File: src/rtl/rv_ctrl_pkg.sv
// Shared encodings for the multicycle RISC-V controller: FSM states,
// opcodes, ALU control codes and datapath mux selects.
package rv_ctrl_pkg;

    typedef enum logic [3:0] {
        S_FETCH    = 4'd0,
        S_DECODE   = 4'd1,
        S_MEMADR   = 4'd2,
        S_MEMREAD  = 4'd3,
        S_MEMWB    = 4'd4,
        S_MEMWRITE = 4'd5,
        S_EXECR    = 4'd6,
        S_EXECI    = 4'd7,
        S_ALUWB    = 4'd8,
        S_BRANCH   = 4'd9,
        S_JAL      = 4'd10
    } state_t;

    localparam logic [6:0] OP_LOAD   = 7'b0000011;
    localparam logic [6:0] OP_STORE  = 7'b0100011;
    localparam logic [6:0] OP_RTYPE  = 7'b0110011;
    localparam logic [6:0] OP_ITYPE  = 7'b0010011;
    localparam logic [6:0] OP_BRANCH = 7'b1100011;
    localparam logic [6:0] OP_JAL    = 7'b1101111;

    localparam logic [3:0] ALU_ADD    = 4'b0000;
    localparam logic [3:0] ALU_SUB    = 4'b0001;
    localparam logic [3:0] ALU_BR_LT  = 4'b0100;
    localparam logic [3:0] ALU_BR_LTU = 4'b0110;

    localparam logic [2:0] IMM_I = 3'b000;
    localparam logic [2:0] IMM_S = 3'b001;
    localparam logic [2:0] IMM_B = 3'b010;
    localparam logic [2:0] IMM_J = 3'b011;

    localparam logic [1:0] SRCA_PC    = 2'b00;
    localparam logic [1:0] SRCA_OLDPC = 2'b01;
    localparam logic [1:0] SRCA_RS1   = 2'b10;

    localparam logic [1:0] SRCB_RS2  = 2'b00;
    localparam logic [1:0] SRCB_IMM  = 2'b01;
    localparam logic [1:0] SRCB_FOUR = 2'b10;

    localparam logic [1:0] RES_ALUOUT = 2'b00;
    localparam logic [1:0] RES_MEM    = 2'b01;
    localparam logic [1:0] RES_ALU    = 2'b10;

    // Immediate format implied by the opcode; unknown opcodes fall back to I.
    function automatic logic [2:0] imm_src_of(input logic [6:0] op);
        case (op)
            OP_STORE:  imm_src_of = IMM_S;
            OP_BRANCH: imm_src_of = IMM_B;
            OP_JAL:    imm_src_of = IMM_J;
            default:   imm_src_of = IMM_I;
        endcase
    endfunction

endpackage

File: src/rtl/mc_controller_if.sv
// Control/status bundle between the multicycle controller and its datapath.
interface mc_controller_if;

    logic [6:0] opcode;
    logic [2:0] funct3;
    logic       funct7_5;
    logic       zero;
    logic       mem_ready;

    logic       PCWrite;
    logic       IRWrite;
    logic       MemWrite;
    logic       RegWrite;
    logic       AdrSrc;
    logic       instr_done;
    logic [1:0] AluSrcA;
    logic [1:0] AluSrcB;
    logic [1:0] ResultSrc;
    logic [2:0] ImmSrc;
    logic [3:0] Alu_Control;
    logic [3:0] state;

    modport master (
        input  opcode, funct3, funct7_5, zero, mem_ready,
        output PCWrite, IRWrite, MemWrite, RegWrite, AdrSrc, instr_done,
        output AluSrcA, AluSrcB, ResultSrc, ImmSrc, Alu_Control, state
    );

    modport slave (
        output opcode, funct3, funct7_5, zero, mem_ready,
        input  PCWrite, IRWrite, MemWrite, RegWrite, AdrSrc, instr_done,
        input  AluSrcA, AluSrcB, ResultSrc, ImmSrc, Alu_Control, state
    );

endinterface

File: src/rtl/mc_alu_ctrl.sv
// Combinational ALU-control decode driven by the controller state.
module mc_alu_ctrl
    import rv_ctrl_pkg::*;
(
    input  state_t     state,
    input  logic [2:0] funct3,
    input  logic       funct7_5,
    input  logic       opcode_5,
    output logic [3:0] alu_control
);

    // Select the ALU operation for the current state.
    always_comb begin
        alu_control = ALU_ADD;
        case (state)
            S_BRANCH: begin
                if (funct3[2:1] == 2'b10)      alu_control = ALU_BR_LT;
                else if (funct3[2:1] == 2'b11) alu_control = ALU_BR_LTU;
                else                           alu_control = ALU_SUB;
            end
            S_EXECR, S_EXECI: begin
                // bit0 distinguishes sub from add (R-type only) and sra from srl.
                case (funct3)
                    3'b000:  alu_control = {funct3, funct7_5 & opcode_5};
                    3'b101:  alu_control = {funct3, funct7_5};
                    default: alu_control = {funct3, 1'b0};
                endcase
            end
            default: alu_control = ALU_ADD;
        endcase
    end

endmodule

File: src/rtl/mc_controller.sv
// Moore-style multicycle RISC-V main controller: FSM, branch-taken logic
// and datapath control outputs.
module mc_controller
    import rv_ctrl_pkg::*;
(
    input  logic             clk,
    input  logic             reset,
    mc_controller_if.master  bus
);

    state_t     state_q, state_d;
    logic       taken;
    logic       pc_write, ir_write, mem_write, reg_write, instr_done;
    logic       adr_src;
    logic [1:0] alu_src_a, alu_src_b, result_src;
    logic [2:0] imm_src;
    logic [3:0] alu_control;

    // State register with synchronous reset to FETCH.
    always_ff @(posedge clk) begin
        if (reset) state_q <= S_FETCH;
        else       state_q <= state_d;
    end

    // Branch condition from funct3 and the ALU zero flag.
    always_comb begin
        taken = 1'b0;
        case (bus.funct3)
            3'b000, 3'b101, 3'b111: taken = bus.zero;
            3'b001, 3'b100, 3'b110: taken = ~bus.zero;
            default:                taken = 1'b0;
        endcase
    end

    // Next-state and per-state control outputs.
    always_comb begin
        state_d    = state_q;
        pc_write   = 1'b0;
        ir_write   = 1'b0;
        mem_write  = 1'b0;
        reg_write  = 1'b0;
        instr_done = 1'b0;
        adr_src    = 1'b0;
        alu_src_a  = '0;
        alu_src_b  = '0;
        result_src = '0;
        imm_src    = '0;
        case (state_q)
            S_FETCH: begin
                alu_src_a  = SRCA_PC;
                alu_src_b  = SRCB_FOUR;
                result_src = RES_ALU;
                if (bus.mem_ready) begin
                    ir_write = 1'b1;
                    pc_write = 1'b1;
                    state_d  = S_DECODE;
                end
            end
            S_DECODE: begin
                alu_src_a = SRCA_OLDPC;
                alu_src_b = SRCB_IMM;
                imm_src   = imm_src_of(bus.opcode);
                case (bus.opcode)
                    OP_LOAD, OP_STORE: state_d = S_MEMADR;
                    OP_RTYPE:          state_d = S_EXECR;
                    OP_ITYPE:          state_d = S_EXECI;
                    OP_BRANCH:         state_d = S_BRANCH;
                    OP_JAL:            state_d = S_JAL;
                    default:           state_d = S_FETCH;
                endcase
            end
            S_MEMADR: begin
                alu_src_a = SRCA_RS1;
                alu_src_b = SRCB_IMM;
                imm_src   = (bus.opcode == OP_STORE) ? IMM_S : IMM_I;
                state_d   = (bus.opcode == OP_LOAD) ? S_MEMREAD : S_MEMWRITE;
            end
            S_MEMREAD: begin
                adr_src    = 1'b1;
                result_src = RES_ALUOUT;
                if (bus.mem_ready) state_d = S_MEMWB;
            end
            S_MEMWB: begin
                result_src = RES_MEM;
                reg_write  = 1'b1;
                instr_done = 1'b1;
                state_d    = S_FETCH;
            end
            S_MEMWRITE: begin
                adr_src    = 1'b1;
                result_src = RES_ALUOUT;
                mem_write  = 1'b1;
                if (bus.mem_ready) begin
                    instr_done = 1'b1;
                    state_d    = S_FETCH;
                end
            end
            S_EXECR: begin
                alu_src_a = SRCA_RS1;
                alu_src_b = SRCB_RS2;
                state_d   = S_ALUWB;
            end
            S_EXECI: begin
                alu_src_a = SRCA_RS1;
                alu_src_b = SRCB_IMM;
                imm_src   = IMM_I;
                state_d   = S_ALUWB;
            end
            S_ALUWB: begin
                result_src = RES_ALUOUT;
                reg_write  = 1'b1;
                instr_done = 1'b1;
                state_d    = S_FETCH;
            end
            S_BRANCH: begin
                alu_src_a  = SRCA_RS1;
                alu_src_b  = SRCB_RS2;
                result_src = RES_ALUOUT;
                pc_write   = taken;
                instr_done = 1'b1;
                state_d    = S_FETCH;
            end
            S_JAL: begin
                alu_src_a  = SRCA_OLDPC;
                alu_src_b  = SRCB_FOUR;
                result_src = RES_ALUOUT;
                pc_write   = 1'b1;
                state_d    = S_ALUWB;
            end
            default: state_d = S_FETCH;
        endcase
    end

    mc_alu_ctrl u_alu_ctrl (
        .state       (state_q),
        .funct3      (bus.funct3),
        .funct7_5    (bus.funct7_5),
        .opcode_5    (bus.opcode[5]),
        .alu_control (alu_control)
    );

    // Write enables are forced low combinationally while reset is held,
    // since the state register only clears on the next edge.
    assign bus.PCWrite     = pc_write   & ~reset;
    assign bus.IRWrite     = ir_write   & ~reset;
    assign bus.MemWrite    = mem_write  & ~reset;
    assign bus.RegWrite    = reg_write  & ~reset;
    assign bus.instr_done  = instr_done & ~reset;
    assign bus.AdrSrc      = adr_src;
    assign bus.AluSrcA     = alu_src_a;
    assign bus.AluSrcB     = alu_src_b;
    assign bus.ResultSrc   = result_src;
    assign bus.ImmSrc      = imm_src;
    assign bus.Alu_Control = alu_control;
    assign bus.state       = state_q;

endmodule

File: src/flat_wrapper.sv
// flat-port wrapper written by rule: the top's interface ports become plain ports
module mc_controller_flat import rv_ctrl_pkg::*;
  (clk, reset, bus_opcode, bus_funct3, bus_funct7_5, bus_zero, bus_mem_ready, bus_PCWrite, bus_IRWrite, bus_MemWrite, bus_RegWrite, bus_AdrSrc, bus_instr_done, bus_AluSrcA, bus_AluSrcB, bus_ResultSrc, bus_ImmSrc, bus_Alu_Control, bus_state);
  mc_controller_if bus_i ();
  input  logic clk;
  input  logic reset;
  input wire logic [$bits(bus_i.opcode)-1:0] bus_opcode;
  input wire logic [$bits(bus_i.funct3)-1:0] bus_funct3;
  input wire logic [$bits(bus_i.funct7_5)-1:0] bus_funct7_5;
  input wire logic [$bits(bus_i.zero)-1:0] bus_zero;
  input wire logic [$bits(bus_i.mem_ready)-1:0] bus_mem_ready;
  output wire logic [$bits(bus_i.PCWrite)-1:0] bus_PCWrite;
  output wire logic [$bits(bus_i.IRWrite)-1:0] bus_IRWrite;
  output wire logic [$bits(bus_i.MemWrite)-1:0] bus_MemWrite;
  output wire logic [$bits(bus_i.RegWrite)-1:0] bus_RegWrite;
  output wire logic [$bits(bus_i.AdrSrc)-1:0] bus_AdrSrc;
  output wire logic [$bits(bus_i.instr_done)-1:0] bus_instr_done;
  output wire logic [$bits(bus_i.AluSrcA)-1:0] bus_AluSrcA;
  output wire logic [$bits(bus_i.AluSrcB)-1:0] bus_AluSrcB;
  output wire logic [$bits(bus_i.ResultSrc)-1:0] bus_ResultSrc;
  output wire logic [$bits(bus_i.ImmSrc)-1:0] bus_ImmSrc;
  output wire logic [$bits(bus_i.Alu_Control)-1:0] bus_Alu_Control;
  output wire logic [$bits(bus_i.state)-1:0] bus_state;
  assign bus_i.opcode = bus_opcode;
  assign bus_i.funct3 = bus_funct3;
  assign bus_i.funct7_5 = bus_funct7_5;
  assign bus_i.zero = bus_zero;
  assign bus_i.mem_ready = bus_mem_ready;
  assign bus_PCWrite = bus_i.PCWrite;
  assign bus_IRWrite = bus_i.IRWrite;
  assign bus_MemWrite = bus_i.MemWrite;
  assign bus_RegWrite = bus_i.RegWrite;
  assign bus_AdrSrc = bus_i.AdrSrc;
  assign bus_instr_done = bus_i.instr_done;
  assign bus_AluSrcA = bus_i.AluSrcA;
  assign bus_AluSrcB = bus_i.AluSrcB;
  assign bus_ResultSrc = bus_i.ResultSrc;
  assign bus_ImmSrc = bus_i.ImmSrc;
  assign bus_Alu_Control = bus_i.Alu_Control;
  assign bus_state = bus_i.state;
  mc_controller u_core (.clk(clk), .reset(reset), .bus(bus_i));
endmodule
File: config.mk
export PLATFORM = sky130hd
export DESIGN_NAME = mc_controller_flat
export DESIGN_NICKNAME = d
export VERILOG_FILES = /design/src/rtl/rv_ctrl_pkg.sv /design/src/rtl/mc_controller_if.sv /design/src/rtl/mc_alu_ctrl.sv /design/src/rtl/mc_controller.sv /design/src/flat_wrapper.sv
export SDC_FILE = /design/constraint.sdc
export NUM_CORES = 1
export LEC_CHECK = 0
export BUFFER_PORTS_ARGS = -buffer_cell sky130_fd_sc_hd__buf_4
export CAP_MARGIN = 25
export CORE_MARGIN = 10
export CORE_UTILIZATION = 25
export CTS_CLUSTER_SIZE = 16
export DETAILED_ROUTE_END_ITERATION = 8
export HOLD_SLACK_MARGIN = 0.15
export PLACE_DENSITY_LB_ADDON = 0.1
export RECOVER_POWER = 50
export SLEW_MARGIN = 20
export SYNTH_ARGS = -nofsm -noshare
export SYNTH_HDL_FRONTEND = slang
export SYNTH_SLANG_ARGS = --single-unit
File: constraint.sdc
create_clock -name clk -period 2.31 [get_ports clk]
set_input_delay 0.231 -clock clk [delete_from_list [all_inputs] [get_ports clk]]
set_output_delay 0.231 -clock clk [all_outputs]
set_load 0.01 [all_outputs]
==> results_dict.tcl <==
set metrics [dict create \
    timing.final.ws_setup_ns 0.203 \
    n_fill_cell 304 \
    synthDistinctLibCells 43 \
    drt_wl_total_mm 2.59 \
    grt_max_degree 25 \
    fin_tns_setup_ns 0 \
    synth-main-ff-cell "dfxtp_1" \
    whs_ns 0.244 \
    met3_usage 0.0408 \
    worst_clock_skew_ns 0.00356 \
    crit-reg2reg-launch "u_core.bus.state[0]" \
    place_hpwl_mm 2.09 \
    die_x_um 73.2 \
    area_growth_pct 36.9 \
    period_needed_ns 2.11 \
    pin_count 38 \
    drcViolationCount 0 \
    nets 153 \
    num_antenna_cells 0 \
    timing_hold_violations_final 0 \
    grt_pass1_vias 887 \
    setup_violations 0 \
    drive_above_1_share 0.279 \
    rsz0062_at_grt "false" \
    die_area_um2 5360 \
    worst_slew_margin_rel 0.583 \
    initial_utilization 0.259 \
    ctsResizeCount 0 \
    outcome "complete, no violations" \
    htreeDepth 1 \
    grt_util_all_layers 0.0926 \
    p_leak_nw 0.410 \
    clk_path_buf_depth 2 \
    wl_per_cell_um 15.5 \
    num_rows 19 \
    fin_util 0.355 \
    r2r_slack_ns 0.56 \
    hp-class "primary input to flip-flop" \
    clk_pin_slew_ns 0.04 \
    hold_buffers 0 \
    antenna_found_initial 0 \
    fmaxAchievable_mhz 475 \
    clockRootBuffer "clkbuf_4" \
    synth-edff-count 0 \
    synthCells 104 \
    grt.overflow.total 0 \
    clkLatencyLatePin_ns 0.23 \
    drtAntennaViolNets 0 \
    reg2reg_depth 4 \
    clkSinkCount 4 \
    maxCapViolCount 0 \
    routabilityCongestion 0.771 \
    top_usage_layer "met2" \
    critPathKind "flip-flop to output pin" \
    use_met2 0.160 \
    drt_pass1_iterations 4 \
    cts_setup_buffers 0 \
    yosysSeqAreaShare 0.113 \
    cts_tree "built" \
    yosysWarnings 0 \
    cp_max_fo 16 \
    power.density_nw_per_um2 262 \
    numCtsBuffers 3 \
    syn_area_um2 708 \
    syn_nets 119 \
    cp.arrival_ns 1.88 \
    drv_slew 0 \
    cp.required_ns 2.08 \
    die_h_um 73.2 \
    final_common_cell "buf_4" \
    port_buffers 36 \
    total_power_w 0.000254 \
    regArea_um2 80.1 \
    ir_worst_vdd_mv 0.243 \
    cp-start-kind "flip-flop" \
    fin_crit_sh 0.912 \
    final_cell_mix "buf_4 (31), nor2_1 (10), a21oi_1 (9)" \
    async_flop_share 0 \
    grt.met1_usage 0.103 \
    pre_cts_slack_ns 0.434 \
    viasPerCell 5.21 \
    multiInputGateArea_um2 558 \
    core_um2 2730 \
    cp-endpoint "bus_ImmSrc[0]" \
    synth.avg_cell_area_um2 6.81 \
    worstReg2RegEnd "u_core.bus.state[2]" \
    worstSetupEndpointType "output pin" \
    vias 870 \
    tightest_slew_ns 0.624 \
    synth-seq-cells 4 \
    drtIter0Drc 27 \
    largest_reg_flops 4 \
    setup.worst_path.start "u_core.bus.state[0]" \
    grt_pass1_wl_mm 4.10 \
]
-- synthesized netlist by cell type (3+ instances only) --
| cell type | instances | area share |
|---|---|---|
| a21o_1 | 3 | 0.032 |
| a21oi_1 | 9 | 0.064 |
| a31oi_1 | 3 | 0.027 |
| and2_1 | 3 | 0.027 |
| buf_2 | 6 | 0.042 |
| dfxtp_1 | 4 | 0.11 |
| nand2_1 | 6 | 0.032 |
| nand2b_1 | 4 | 0.035 |
| nor2_1 | 10 | 0.053 |
| nor2b_1 | 6 | 0.053 |
| nor3_1 | 5 | 0.035 |
| nor4_1 | 5 | 0.044 |
| o21ai_0 | 3 | 0.021 |
-- metal layers --
metal / part of all wire / wire [µm]
met2: 0.47 / 1220
met4: 0.0070 / 18
met5: 0 / 0
met1: 0.43 / 1110
met3: 0.093 / 240
-- critical path: stages (launching register included) --
cell and delay [ns]:
dfxtp_1 0.70, nand2b_4 0.12, nor4_2 0.30, nand4_1 0.19, a21oi_1 0.19, buf_4 0.14
-- per-stage QoR --
stage,area (µm²),cells
after floorplan,708,104
after global placement,983,164
after detailed placement,983,164
after CTS,1010,167
after global routing,970,167
final,970,167
-- cell families (layout without fill, tap and decap cells) --
family	count (synthesis)	count (layout)	synth area share
DFF	4	4	0.113
buffers and inverters	12	44	0.0901
other	1	1	0.00530
AOI/OAI and AO/OA	29	29	0.279
xor gates and xnor gates	3	3	0.0371
and+or+nand+nor	55	55	0.475
-- where the power goes --
part	total, W	internal, W	switching, W
combinational	0.0000900	0.0000448	0.0000452
clock	0.0000860	0.0000581	0.0000279
sequential	0.0000776	0.0000709	0.00000666
-- layout make-up --
class / instances / area share
clock buffers: 3 / 0.0232
well taps: 31 / 0.0400
multi-input cells: 88 / 0.575
inverters: 2 / 0.00774
flip-flops and latches: 4 / 0.0826
repair buffers: 39 / 0.271
-- how the worst min path moves through the flow --
stage | startpoint | depth (start not counted) | end | slack (ns)
2_1_floorplan | bus_opcode[6] | 2 | u_core.bus.state[1] | 0.42
3_3_place_gp | reset | 2 | u_core.bus.state[1] | 0.50
3_5_place_dp | reset | 2 | u_core.bus.state[1] | 0.49
4_1_cts | reset | 2 | u_core.bus.state[1] | 0.25
5_1_grt | reset | 2 | u_core.bus.state[1] | 0.25
6_report | reset | 2 | u_core.bus.state[1] | 0.24
(Power assumes the default switching activity.)
